File: src/rtl/mux_pipe_reg.sv
// N-way operand select mux feeding a pipeline register with stall, flush,
// valid tracking and a sticky saturating count of out-of-range selects.
module mux_pipe_reg #(
  parameter int                 WIDTH         = 32,
  parameter int                 NUM_INPUTS    = 3,
  parameter int                 SEL_WIDTH     = 2,
  parameter logic [WIDTH-1:0]   DEFAULT_VALUE = '0,
  parameter int                 ERR_CNT_WIDTH = 8
) (
  input  logic                          CLK,
  input  logic                          RESET,
  input  logic [WIDTH*NUM_INPUTS-1:0]   IN_BUS,
  input  logic [SEL_WIDTH-1:0]          SELECT,
  input  logic                          IN_VALID,
  input  logic                          STALL,
  input  logic                          FLUSH,
  output logic [WIDTH-1:0]              OUT,
  output logic                          OUT_VALID,
  output logic                          SEL_ERR,
  output logic [ERR_CNT_WIDTH-1:0]      ERR_COUNT
);

  logic [WIDTH-1:0]         w_sel_data;
  logic                     w_sel_bad;
  logic                     w_load;
  logic                     w_count_err;

  logic [WIDTH-1:0]         r_out;
  logic                     r_out_valid;
  logic                     r_sel_err;
  logic [ERR_CNT_WIDTH-1:0] r_err_cnt;

  // Default first so an out-of-range select yields a defined value, never X.
  always_comb begin
    w_sel_data = DEFAULT_VALUE;
    for (int k = 0; k < NUM_INPUTS; k++) begin
      if (SELECT == SEL_WIDTH'(k)) begin
        w_sel_data = IN_BUS[k*WIDTH +: WIDTH];
      end
    end
  end

  generate
    if (NUM_INPUTS >= (2 ** SEL_WIDTH)) begin : g_full_decode
      assign w_sel_bad = 1'b0;
    end else begin : g_partial_decode
      assign w_sel_bad = (int'(SELECT) >= NUM_INPUTS);
    end
  endgenerate

  assign w_load      = !FLUSH && !STALL;
  assign w_count_err = w_load && IN_VALID && w_sel_bad;

  // Priority: reset, then flush (beats stall), then stall, then load.
  always_ff @(posedge CLK) begin
    if (RESET) begin
      r_out       <= '0;
      r_out_valid <= 1'b0;
      r_sel_err   <= 1'b0;
      r_err_cnt   <= '0;
    end else if (FLUSH) begin
      r_out_valid <= 1'b0;
      r_sel_err   <= 1'b0;
    end else if (!STALL) begin
      r_out       <= w_sel_data;
      r_out_valid <= IN_VALID;
      r_sel_err   <= w_sel_bad && IN_VALID;
      if (w_count_err && (r_err_cnt != {ERR_CNT_WIDTH{1'b1}})) begin
        r_err_cnt <= r_err_cnt + ERR_CNT_WIDTH'(1);
      end
    end
  end

  assign OUT       = r_out;
  assign OUT_VALID = r_out_valid;
  assign SEL_ERR   = r_sel_err;
  assign ERR_COUNT = r_err_cnt;

endmodule

File: config.mk
export PLATFORM = sky130hd
export DESIGN_NAME = mux_pipe_reg
export DESIGN_NICKNAME = d
export VERILOG_FILES = /design/src/rtl/mux_pipe_reg.sv
export SDC_FILE = /design/constraint.sdc
export NUM_CORES = 1
export LEC_CHECK = 0
export ABC_AREA = 1
export CELL_PAD_IN_SITES_DETAIL_PLACEMENT = 1
export CELL_PAD_IN_SITES_GLOBAL_PLACEMENT = 2
export CORE_UTILIZATION = 18
export DETAILED_ROUTE_END_ITERATION = 6
export HOLD_SLACK_MARGIN = 0.02
export PLACE_DENSITY_LB_ADDON = 0.1
export SYNTH_ARGS = -nofsm -noshare
export SYNTH_HDL_FRONTEND = slang
export SYNTH_SLANG_ARGS = --single-unit
export TNS_END_PERCENT = 10
File: constraint.sdc
create_clock -name CLK -period 4.1 [get_ports CLK]
set_input_delay 1.23 -clock CLK [delete_from_list [all_inputs] [get_ports CLK]]
set_output_delay 1.23 -clock CLK [all_outputs]
set_load 0.1 [all_outputs]
* Yosys cells after proc, flatten, opt, wreduce, memory -nomap -nowiden *
Cells that the tools add are included.

storage, ports and cells
  register bits after elaboration = 42
  input bits = 103
  output and inout bits = 42
  word-level logic and storage cells = 25

operators by class
  add/sub/neg operators = 1
  magnitude comparators = 1
  eq/ne operators = 3
  muxes and demuxes = 3
  bitwise operators = 2
  reductions and logical operators = 11

operators by type and width
  operator                                                          number
  32-bit 2-to-1 mux                                                 3
  8-bit by 1-bit adder with 8-bit output (second input constant)    1
  8-bit inequality test (second input constant)                     1
  1-bit logical AND                                                 5
  3-bit AND reduction                                               1
  2-bit by 1-bit == test with 1-bit output (second input constant)  1
  2-bit == test (second input constant)                             1
  2-bit >= comparator (second input constant)                       1
  1-bit logical NOT                                                 2
  2-bit logical NOT                                                 1
  1-bit inverter                                                    2
  2-bit AND reduction                                               1
  2-bit OR reduction                                                1

* Depth between registers and ports, before layout *
Gate-level depths: netlist of run 1.

  depth in word-level cells = 6
  mapped depth = 9
  gate-level depth less buffers = 9

* Least setup slack after synthesis of run 1 *
Ideal clock, no wire load.

  path kind = flip-flop to output port
  start point = register r_err_cnt[4], in the netlist ERR_COUNT[4]
  end point = output ERR_COUNT[4]
  arrival time = 1,001 ps
  required time = 2,870 ps
  setup slack = 1,869 ps
  stages on the path, launching flop included = 1
  path buffers = 0
  path through = dfxtp_1

RTL lines
  item                      line  text
  start: declaration        31    logic [ERR_CNT_WIDTH-1:0] r_err_cnt;
  start signal: assignment  69    r_err_cnt <= r_err_cnt + ERR_CNT_WIDTH'(1);
  end: declaration          20    output logic [ERR_CNT_WIDTH-1:0] ERR_COUNT

No word-level cell between the ends.

* Final worst setup path of run 1 *
  start point = register r_err_cnt[2], in the netlist ERR_COUNT[2]
  end point = output ERR_COUNT[2]

No word-level cell between the ends.

==> impl_results.html, run 1 <==
<table>
<tr><th>Metric</th><th>Value</th></tr>
<tr><th colspan="2">Critical path</th></tr>
<tr><td>Launching element type of the critical path</td><td>register</td></tr>
<tr><td>Maximum fanout along the worst path</td><td>5</td></tr>
<tr><td>Data required time of the worst path</td><td>2.87 ns</td></tr>
<tr><td>Crit path capture</td><td>ERR_COUNT[2]</td></tr>
<tr><td>Family with the most delay on the worst path</td><td>buffers and inverters</td></tr>
<tr><td>Register-to-register setup slack</td><td>2.52 ns</td></tr>
<tr><td>Worst-path cell with the longest stage delay</td><td>clkdlybuf4s50_1</td></tr>
<tr><td>Critical path depth</td><td>1</td></tr>
<tr><td>Critical path type</td><td>reg2out</td></tr>
<tr><td>Worst EP arrival</td><td>1.87 ns</td></tr>
<tr><td>Cell-by-cell listing of the critical path</td><td>clkdlybuf4s50_1</td></tr>
<tr><td>WP buf/inv</td><td>1</td></tr>
<tr><td>Worst reg2reg path startpoint</td><td>ERR_COUNT[0]</td></tr>
<tr><td>Capturing element type of the critical path</td><td>primary output</td></tr>
<tr><td>Terminus of the critical flop-to-flop path</td><td>ERR_COUNT[1]</td></tr>
<tr><td>R2R cell count</td><td>8</td></tr>
<tr><td>Source of the critical timing path</td><td>ERR_COUNT[2]</td></tr>
<tr><td>Largest stage delay on the critical path</td><td>1.17 ns</td></tr>
<tr><th colspan="2">Synthesis</th></tr>
<tr><td>Main flop type after synthesis</td><td>dfxtp_1</td></tr>
<tr><td>Portion of the post-synthesis area used by sequential elements</td><td>40.2%</td></tr>
<tr><td>Share of synthesized registers carrying an async set or reset</td><td>0%</td></tr>
<tr><td>Combined area of all synthesized cells</td><td>2090 sq um</td></tr>
<tr><td>Most used standard cell by instance count after synthesis</td><td>nand2_1</td></tr>
<tr><td>Mapped Avg Cell Area</td><td>7.00 sq um</td></tr>
<tr><td>Post-synth EDFFs</td><td>0</td></tr>
<tr><td>Number of nets in the synthesized netlist</td><td>403</td></tr>
<tr><td>Post-synth top cells</td><td>119 x nand2_1, 42 x dfxtp_1, 32 x a41oi_1</td></tr>
<tr><td>Cell type with the highest aggregate area in the netlist</td><td>dfxtp_1</td></tr>
<tr><td>Most area-consuming cells after synthesis</td><td>dfxtp_1 40%, nand2_1 21%, a41oi_1 13%</td></tr>
<tr><td>Gate count after technology mapping</td><td>299</td></tr>
<tr><td>Share of the synthesized area in the top cell type</td><td>40.2%</td></tr>
<tr><td>Register bit count reported by yosys</td><td>42</td></tr>
<tr><td>Number of library cell types mapped by synthesis</td><td>20</td></tr>
<tr><td>Warning count from the yosys run</td><td>0</td></tr>
<tr><th colspan="2">Route</th></tr>
<tr><td>Average wire per standard cell</td><td>15.0 microns</td></tr>
<tr><td>DRC violation count after routing</td><td>0</td></tr>
<tr><td>Detail-routed via count per cell</td><td>4.43</td></tr>
<tr><td>Total iterations of the first detailed-routing run</td><td>4</td></tr>
<tr><td>Total Routed Length</td><td>8.73 mm</td></tr>
<tr><td>Initial detailed-routing violation count</td><td>94</td></tr>
<tr><td>Number of routed nets with antenna violations</td><td>0</td></tr>
<tr><td>Total number of vias</td><td>2573</td></tr>
<tr><th colspan="2">Finish</th></tr>
<tr><td>Filler Cell Count</td><td>1408</td></tr>
<tr><td>Synth-to-Final Area Change</td><td>82.7%</td></tr>
<tr><td>Count of non-filler cells in the finished layout</td><td>581</td></tr>
<tr><td>Diode insertion count for antenna repair</td><td>0</td></tr>
<tr><td>Final Net Count</td><td>541</td></tr>
<tr><td>Proportion of layout cells with a drive suffix above 1</td><td>4.79%</td></tr>
<tr><th colspan="2">Power and ir drop</th></tr>
<tr><td>Power density over the cells</td><td>325 nW/um^2</td></tr>
<tr><td>Total leakage power</td><td>1.36 nW</td></tr>
<tr><td>Maximum vdd ir drop</td><td>0.186 mV</td></tr>
<tr><th colspan="2">CTS</th></tr>
<tr><td>Clock Sinks</td><td>42</td></tr>
<tr><td>CTS buffer count</td><td>5</td></tr>
<tr><td>Resize count post-CTS</td><td>0</td></tr>
<tr><td>Clock-pin slew reported for the worst setup and hold paths after clock tree synthesis</td><td>0.06 ns</td></tr>
<tr><td>TritonCTS clock tree</td><td>built</td></tr>
<tr><td># Post-CTS Setup Buffers</td><td>0</td></tr>
<tr><td>Level count of the clock H-tree</td><td>2</td></tr>
<tr><td>Insertion delay of the later-clocked pin in the worst-skew pair</td><td>0.28 ns</td></tr>
<tr><td>Clock tree buffer depth</td><td>2</td></tr>
<tr><td>CTS Hold Buffers Added</td><td>0</td></tr>
<tr><td>Root buffer cell</td><td>clkbuf_16</td></tr>
<tr><th colspan="2">Floorplanning</th></tr>
<tr><td>Cell Rows</td><td>39</td></tr>
<tr><td>Die X-Extent</td><td>110 microns</td></tr>
<tr><td># IOs</td><td>145</td></tr>
<tr><td>Die height</td><td>110 microns</td></tr>
<tr><td>Core outline area</td><td>11400 sq um</td></tr>
<tr><td>Area enclosed by the die boundary</td><td>12100 sq um</td></tr>
<tr><td>Initial standard-cell utilization of the core</td><td>18.4%</td></tr>
<tr><th colspan="2">Global route</th></tr>
<tr><td>Global-route usage over all layers</td><td>14.9%</td></tr>
<tr><td>Overflow after GRT</td><td>0</td></tr>
<tr><td>Vias in the first global route</td><td>2753</td></tr>
<tr><td>Largest net degree at the start of global routing</td><td>65</td></tr>
<tr><td>Antenna violations before repair</td><td>0</td></tr>
<tr><td>First-pass GRT wire length</td><td>13.7 mm</td></tr>
<tr><th colspan="2">STA</th></tr>
<tr><td>Worst Max-Slew Pin Slew</td><td>1.02 ns</td></tr>
<tr><td>Ratio of final minimum period to clock period</td><td>75.5%</td></tr>
<tr><td>Finish-stage setup viols</td><td>0</td></tr>
<tr><td>Headroom to the max-slew limit</td><td>32.1%</td></tr>
<tr><td>Highest clock rate</td><td>323 MHz</td></tr>
<tr><td>Total count of hold-check failures in the final report</td><td>0</td></tr>
<tr><td>Minimum clock period after layout</td><td>3.10 ns</td></tr>
<tr><td>Final number of max-transition violations</td><td>0</td></tr>
<tr><td>Fin Clk Skew</td><td>0.000763 ns</td></tr>
<tr><td>Final-layout setup total negative slack</td><td>0 ns</td></tr>
<tr><td>Unrepaired setup endpoints after global routing</td><td>no</td></tr>
<tr><th colspan="2">Min path</th></tr>
<tr><td>Worst min-delay path category</td><td>reg2reg</td></tr>
<tr><th colspan="2">Placed design</th></tr>
<tr><td>Placed insts</td><td>573</td></tr>
<tr><td>Last weighted congestion value of the routability-driven placer</td><td>0.726</td></tr>
<tr><td>Buffers added on ports</td><td>144</td></tr>
<tr><td>Post-detail-place hpwl</td><td>6.17 mm</td></tr>
<tr><th colspan="2">Run status</th></tr>
<tr><td>Status</td><td>finished clean</td></tr>
<tr><th colspan="2">Flow run</th></tr>
<tr><td>Maxcap violations</td><td>0</td></tr>
</table>
==> worst register-to-register path: cells and delay by family (launching register included) <==
family                   cells  cell delay (ns)
adder cells (fa/ha/maj)      1             0.21
buffers and inverters        1             0.12
AND/OR/NAND/NOR              6             0.74
flip-flops                   1             0.40
==> registers in the layout, indices dropped and copies added (netlist names) <==
| signal | cells |
|---|---|
| ERR_COUNT | 8 |
| SEL_ERR | 1 |
| OUT | 32 |
| OUT_VALID | 1 |
==> routing by layer <==
| metal | vias up | global-route usage [%] | share of wire (%) | routed length (microns) |
|---|---|---|---|---|
| met2 | 73 | 26.8 | 50 | 4320 |
| met1 | 1198 | 16.7 | 42 | 3690 |
| met5 | - | 0 | 0 | 0 |
| met3 | 6 | 5.10 | 7.3 | 641 |
| met4 | 0 | 3.43 | 0.85 | 74 |
| li1 | 1296 | - | - | - |
==> cell type report <==
cell class | instances | area (sq um) | area share (%)
sequential | 42 | 841 | 22.0
multi-input combinational | 225 | 1120 | 29.2
inverter | 13 | 48.8 | 1.28
clock inverter | 2 | 12.5 | 0.327
clock buffer | 6 | 139 | 3.63
tap | 143 | 179 | 4.68
timing repair buffer | 150 | 1490 | 38.9
==> power by group <==
group | internal [mW] | switching, mW | leakage (nW)
clock network | 0.242 | 0.172 | 0.0729
logic | 0.146 | 0.240 | 0.944
registers | 0.430 | 0.0112 | 0.345
total | 0.817 | 0.423 | 1.36
==> cell usage in the layout, fill, tap and decap left out <==
cell and n:
dfxtp_1 42, clkinv_2 1, nor2_2 3, nor2_1 17, buf_4 6, nand3_1 6
clkinvlp_4 1, clkdlybuf4s50_1 144, o21ai_1 4, nor2_4 2, or2_2 1, nand4_1 2
inv_1 13, nand2_2 1, nand2_1 119, clkbuf_16 5, a41oi_1 32, clkbuf_8 1
o21ai_0 29, ha_1 1, a21oi_1 5, xor2_1 3
==> through the flow <==
stage	utilization [%]	area [sq um]	power [mW]	hold slack (ns)	setup slack, ns
after floorplan	-	2090	0.670	0.879	1.87
after CTS	33.6	3820	1.27	0.470	0.980
after global placement	32.3	3670	0.837	0.466	1.27
final	33.6	3820	1.24	0.468	1.00
after global routing	33.6	3820	1.30	0.496	0.929
after detailed placement	32.3	3670	0.839	0.459	1.19
==> logic make-up (layout without fill, tap and decap cells) <==
group           count (synthesis)  count (layout)  share of synthesized area (%)
compound gates                 70              70                           22.5
buf+inv                        32             171                           6.94
fa+ha+maj                       1               1                          0.598
xor+xnor                        3               3                           1.26
flops                          42              42                           40.2
simple gates                  151             151                           28.5
==> worst min-delay path by stage <==
stage                        from      end  slack (ns)  cells after the start
after CTS                 SEL_ERR  SEL_ERR        0.47                      2
after global routing      SEL_ERR  SEL_ERR        0.50                      2
after global placement    SEL_ERR  SEL_ERR        0.47                      2
after floorplan           SEL_ERR  SEL_ERR        0.88                      2
final                     SEL_ERR  SEL_ERR        0.47                      2
after detailed placement  SEL_ERR  SEL_ERR        0.46                      2
(Power assumes the default switching activity.)
==> run 2: changes to the inputs <==
Settings changed: CORE_UTILIZATION 18 to 17.
Clock period 4.1 ns to 3 ns, I/O delays scaled along.
==> run 2 against run 1 <==
Wire length grew 2.1%. Clock skew up 0.0015 ns. Highest routed layer unchanged. Power up 40%. Critical path depth up 5. First-iteration DRC count down 36%. Design area fell by 1.6%.
==> impl_results.html, run 2 (same netlist as run 1, synthesis figures left out) <==
<table>
<tr><th>Metric</th><th>Value</th></tr>
<tr><th colspan="2">CTS</th></tr>
<tr><td>CTS Hold Buffers Added</td><td>0 (unchanged)</td></tr>
<tr><td>Level count of the clock H-tree</td><td>2 (unchanged)</td></tr>
<tr><td>Insertion delay of the later-clocked pin in the worst-skew pair</td><td>0.28 ns (about the same)</td></tr>
<tr><td>Clock Sinks</td><td>42 (unchanged)</td></tr>
<tr><td>Root buffer cell</td><td>clkbuf_16 (unchanged)</td></tr>
<tr><td>TritonCTS clock tree</td><td>built (unchanged)</td></tr>
<tr><td>Clock tree buffer depth</td><td>2 (unchanged)</td></tr>
<tr><td>Resize count post-CTS</td><td>0 (unchanged)</td></tr>
<tr><td># Post-CTS Setup Buffers</td><td>0 (unchanged)</td></tr>
<tr><td>Clock-pin slew reported for the worst setup and hold paths after clock tree synthesis</td><td>0.06 ns (about the same)</td></tr>
<tr><td>CTS buffer count</td><td>5 (unchanged)</td></tr>
<tr><th colspan="2">Power and ir drop</th></tr>
<tr><td>Maximum vdd ir drop</td><td>0.173 mV (was 0.186 mV)</td></tr>
<tr><td>Power density over the cells</td><td>461 nW/um^2 (was 325 nW/um^2)</td></tr>
<tr><td>Total Power</td><td>1.73 mW (was 1.24 mW)</td></tr>
<tr><td>Total leakage power</td><td>1.46 nW (was 1.36 nW)</td></tr>
<tr><th colspan="2">Critical path</th></tr>
<tr><td>Maximum fanout along the worst path</td><td>32 (was 5)</td></tr>
<tr><td>Terminus of the critical flop-to-flop path</td><td>ERR_COUNT[1] (unchanged)</td></tr>
<tr><td>Register-to-register setup slack</td><td>1.40 ns (was 2.52 ns)</td></tr>
<tr><td>Worst reg2reg path startpoint</td><td>ERR_COUNT[0] (unchanged)</td></tr>
<tr><td>Capturing element type of the critical path</td><td>register (was primary output)</td></tr>
<tr><td>Critical path type</td><td>in2reg (was reg2out)</td></tr>
<tr><td>Source of the critical timing path</td><td>SELECT[1] (was ERR_COUNT[2])</td></tr>
<tr><td>R2R cell count</td><td>8 (unchanged)</td></tr>
<tr><td>Data required time of the worst path</td><td>3.20 ns (was 2.87 ns)</td></tr>
<tr><td>Worst EP arrival</td><td>2.30 ns (was 1.87 ns)</td></tr>
<tr><td>Launching element type of the critical path</td><td>input pin (was register)</td></tr>
<tr><th colspan="2">Global route</th></tr>
<tr><td>Largest net degree at the start of global routing</td><td>65 (unchanged)</td></tr>
<tr><td>First-pass GRT wire length</td><td>13.8 mm (was 13.7 mm)</td></tr>
<tr><td>Antenna violations before repair</td><td>0 (unchanged)</td></tr>
<tr><td>Vias in the first global route</td><td>2646 (was 2753)</td></tr>
<tr><td>Global-route usage over all layers</td><td>13.9% (was 14.9%)</td></tr>
<tr><td>Overflow after GRT</td><td>0 (unchanged)</td></tr>
<tr><th colspan="2">Route</th></tr>
<tr><td>Detail-routed via count per cell</td><td>4.38 (was 4.43)</td></tr>
<tr><td>Average wire per standard cell</td><td>15.2 microns (was 15.0 microns)</td></tr>
<tr><td>Total Routed Length</td><td>8.91 mm (was 8.73 mm)</td></tr>
<tr><td>Total iterations of the first detailed-routing run</td><td>4 (unchanged)</td></tr>
<tr><td>Initial detailed-routing violation count</td><td>60 (was 94)</td></tr>
<tr><td>DRC violation count after routing</td><td>0 (unchanged)</td></tr>
<tr><td>Total number of vias</td><td>2565 (was 2573)</td></tr>
<tr><td>Number of routed nets with antenna violations</td><td>0 (unchanged)</td></tr>
<tr><th colspan="2">Floorplanning</th></tr>
<tr><td>Initial standard-cell utilization of the core</td><td>17.4% (was 18.4%)</td></tr>
<tr><td>Die height</td><td>113 microns (was 110 microns)</td></tr>
<tr><td>Die X-Extent</td><td>113 microns (was 110 microns)</td></tr>
<tr><td>Core outline area</td><td>12000 sq um (was 11400 sq um)</td></tr>
<tr><td>Area enclosed by the die boundary</td><td>12800 sq um (was 12100 sq um)</td></tr>
<tr><td>Cell Rows</td><td>40 (was 39)</td></tr>
<tr><td># IOs</td><td>145 (unchanged)</td></tr>
<tr><th colspan="2">Placed design</th></tr>
<tr><td>Post-placement setup slack</td><td>0.580 ns (was 1.19 ns)</td></tr>
<tr><td>Buffers added on ports</td><td>144 (unchanged)</td></tr>
<tr><td>DP Area</td><td>3600 sq um (was 3670 sq um)</td></tr>
<tr><td>Post-detail-place hpwl</td><td>6.30 mm (was 6.17 mm)</td></tr>
<tr><td>Last weighted congestion value of the routability-driven placer</td><td>0.715 (was 0.726)</td></tr>
<tr><th colspan="2">Finish</th></tr>
<tr><td>Fin area</td><td>3760 sq um (was 3820 sq um)</td></tr>
<tr><td>Most used cells in the layout excluding fill and tap cells</td><td>119 x nand2_1, 102 x clkdlybuf4s50_1, 46 x buf_4, 42 x dfxtp_1, 32 x a41oi_1 (was 144 x clkdlybuf4s50_1, 119 x nand2_1, 42 x dfxtp_1, 32 x a41oi_1, 29 x o21ai_0)</td></tr>
<tr><td>Proportion of layout cells with a drive suffix above 1</td><td>14.4% (was 4.79%)</td></tr>
<tr><td>Final Net Count</td><td>541 (unchanged)</td></tr>
<tr><td>Number of flip-flops under the largest register name</td><td>32 (unchanged)</td></tr>
<tr><td>Diode insertion count for antenna repair</td><td>0 (unchanged)</td></tr>
<tr><td>Most common cell after layout, fill and taps aside</td><td>nand2_1 (was clkdlybuf4s50_1)</td></tr>
<tr><td>Synth-to-Final Area Change</td><td>79.8% (was 82.7%)</td></tr>
<tr><th colspan="2">Min path</th></tr>
<tr><td>Startpoint of the most critical hold path</td><td>SEL_ERR (unchanged)</td></tr>
<tr><td>Worst Hold Path EP</td><td>SEL_ERR (unchanged)</td></tr>
<tr><td>Worst min-delay path category</td><td>reg2reg (unchanged)</td></tr>
<tr><td>Worst hold path depth</td><td>2 (unchanged)</td></tr>
<tr><th colspan="2">STA</th></tr>
<tr><td>Minimum clock period after layout</td><td>2.10 ns</td></tr>
<tr><td>Final number of max-transition violations</td><td>0 (unchanged)</td></tr>
<tr><td>Highest clock rate</td><td>477 MHz</td></tr>
<tr><td>Fin Clk Skew</td><td>0.00224 ns (was 0.000763 ns)</td></tr>
<tr><td>Headroom to the max-slew limit</td><td>72.5% (was 32.1%)</td></tr>
<tr><td>Total count of hold-check failures in the final report</td><td>0 (unchanged)</td></tr>
<tr><td>PnR worst setup slack</td><td>0.901 ns (was 1.00 ns)</td></tr>
<tr><td>Ratio of final minimum period to clock period</td><td>70.0%</td></tr>
<tr><td>Finish-stage setup viols</td><td>0 (unchanged)</td></tr>
<tr><td>Worst Max-Slew Pin Slew</td><td>0.412 ns (was 1.02 ns)</td></tr>
<tr><td>Final-layout setup total negative slack</td><td>0 ns (unchanged)</td></tr>
<tr><td>Unrepaired setup endpoints after global routing</td><td>no (unchanged)</td></tr>
<tr><th colspan="2">Flow run</th></tr>
<tr><td>Maxcap violations</td><td>0 (unchanged)</td></tr>
<tr><th colspan="2">Run status</th></tr>
<tr><td>Status</td><td>finished clean (unchanged)</td></tr>
</table>
[run 2: report_power, final]
group / switching (mW) / total (mW) / leakage, nW / internal [mW]
Combinational: 0.330 / 0.522 / 1.03 / 0.193
Sequential: 0.0161 / 0.604 / 0.345 / 0.588
Clock: 0.229 / 0.607 / 0.0832 / 0.377
Total: 0.575 / 1.73 / 1.46 / 1.16
[run 2: per-stage QoR]
stage / hold WS [ns] / cells / utilization (%)
after floorplan: 0.879 / 299 / -
after global placement: 0.458 / 577 / 29.9
after detailed placement: 0.458 / 577 / 29.9
after CTS: 0.468 / 585 / 31.3
after global routing: 0.511 / 585 / 31.3
final: 0.466 / 585 / 31.3
[run 2: area by class of cell]
| type | count | area (sq um) |
|---|---|---|
| clock buffer | 8 | 166 |
| multi-input combinational | 225 | 1120 |
| fill | 1474 | 8250 |
| tap | 147 | 184 |
| sequential | 42 | 841 |
| timing repair buffer | 150 | 1410 |
| inverter | 13 | 48.8 |
[run 2: worst max path at each step]
stage / endpoint / slack, ns / cells past startpoint
after global placement: OUT[11] / 0.60 / 6
after CTS: OUT[11] / 0.88 / 6
after global routing: OUT[9] / 0.75 / 6
after detailed placement: OUT[9] / 0.58 / 6
after floorplan: ERR_COUNT[0] / 0.86 / 8
final: OUT[27] / 0.90 / 6
[run 2: critical path: stages]
cell and delay (ns):
clkdlybuf4s50_1 0.58, inv_1 0.08, nor2_2 0.08, buf_4 0.37
nand2_1 0.10, a41oi_1 0.18
[run 2: routing by layer]
layer | global-route usage (%) | vias to the layer above | share of wire [%]
li1 | - | 1290 | -
met1 | 16.0 | 1194 | 44
met2 | 25.1 | 76 | 49
met3 | 4.07 | 5 | 6.1
met4 | 3.68 | 0 | 0.95
met5 | 0 | - | 0
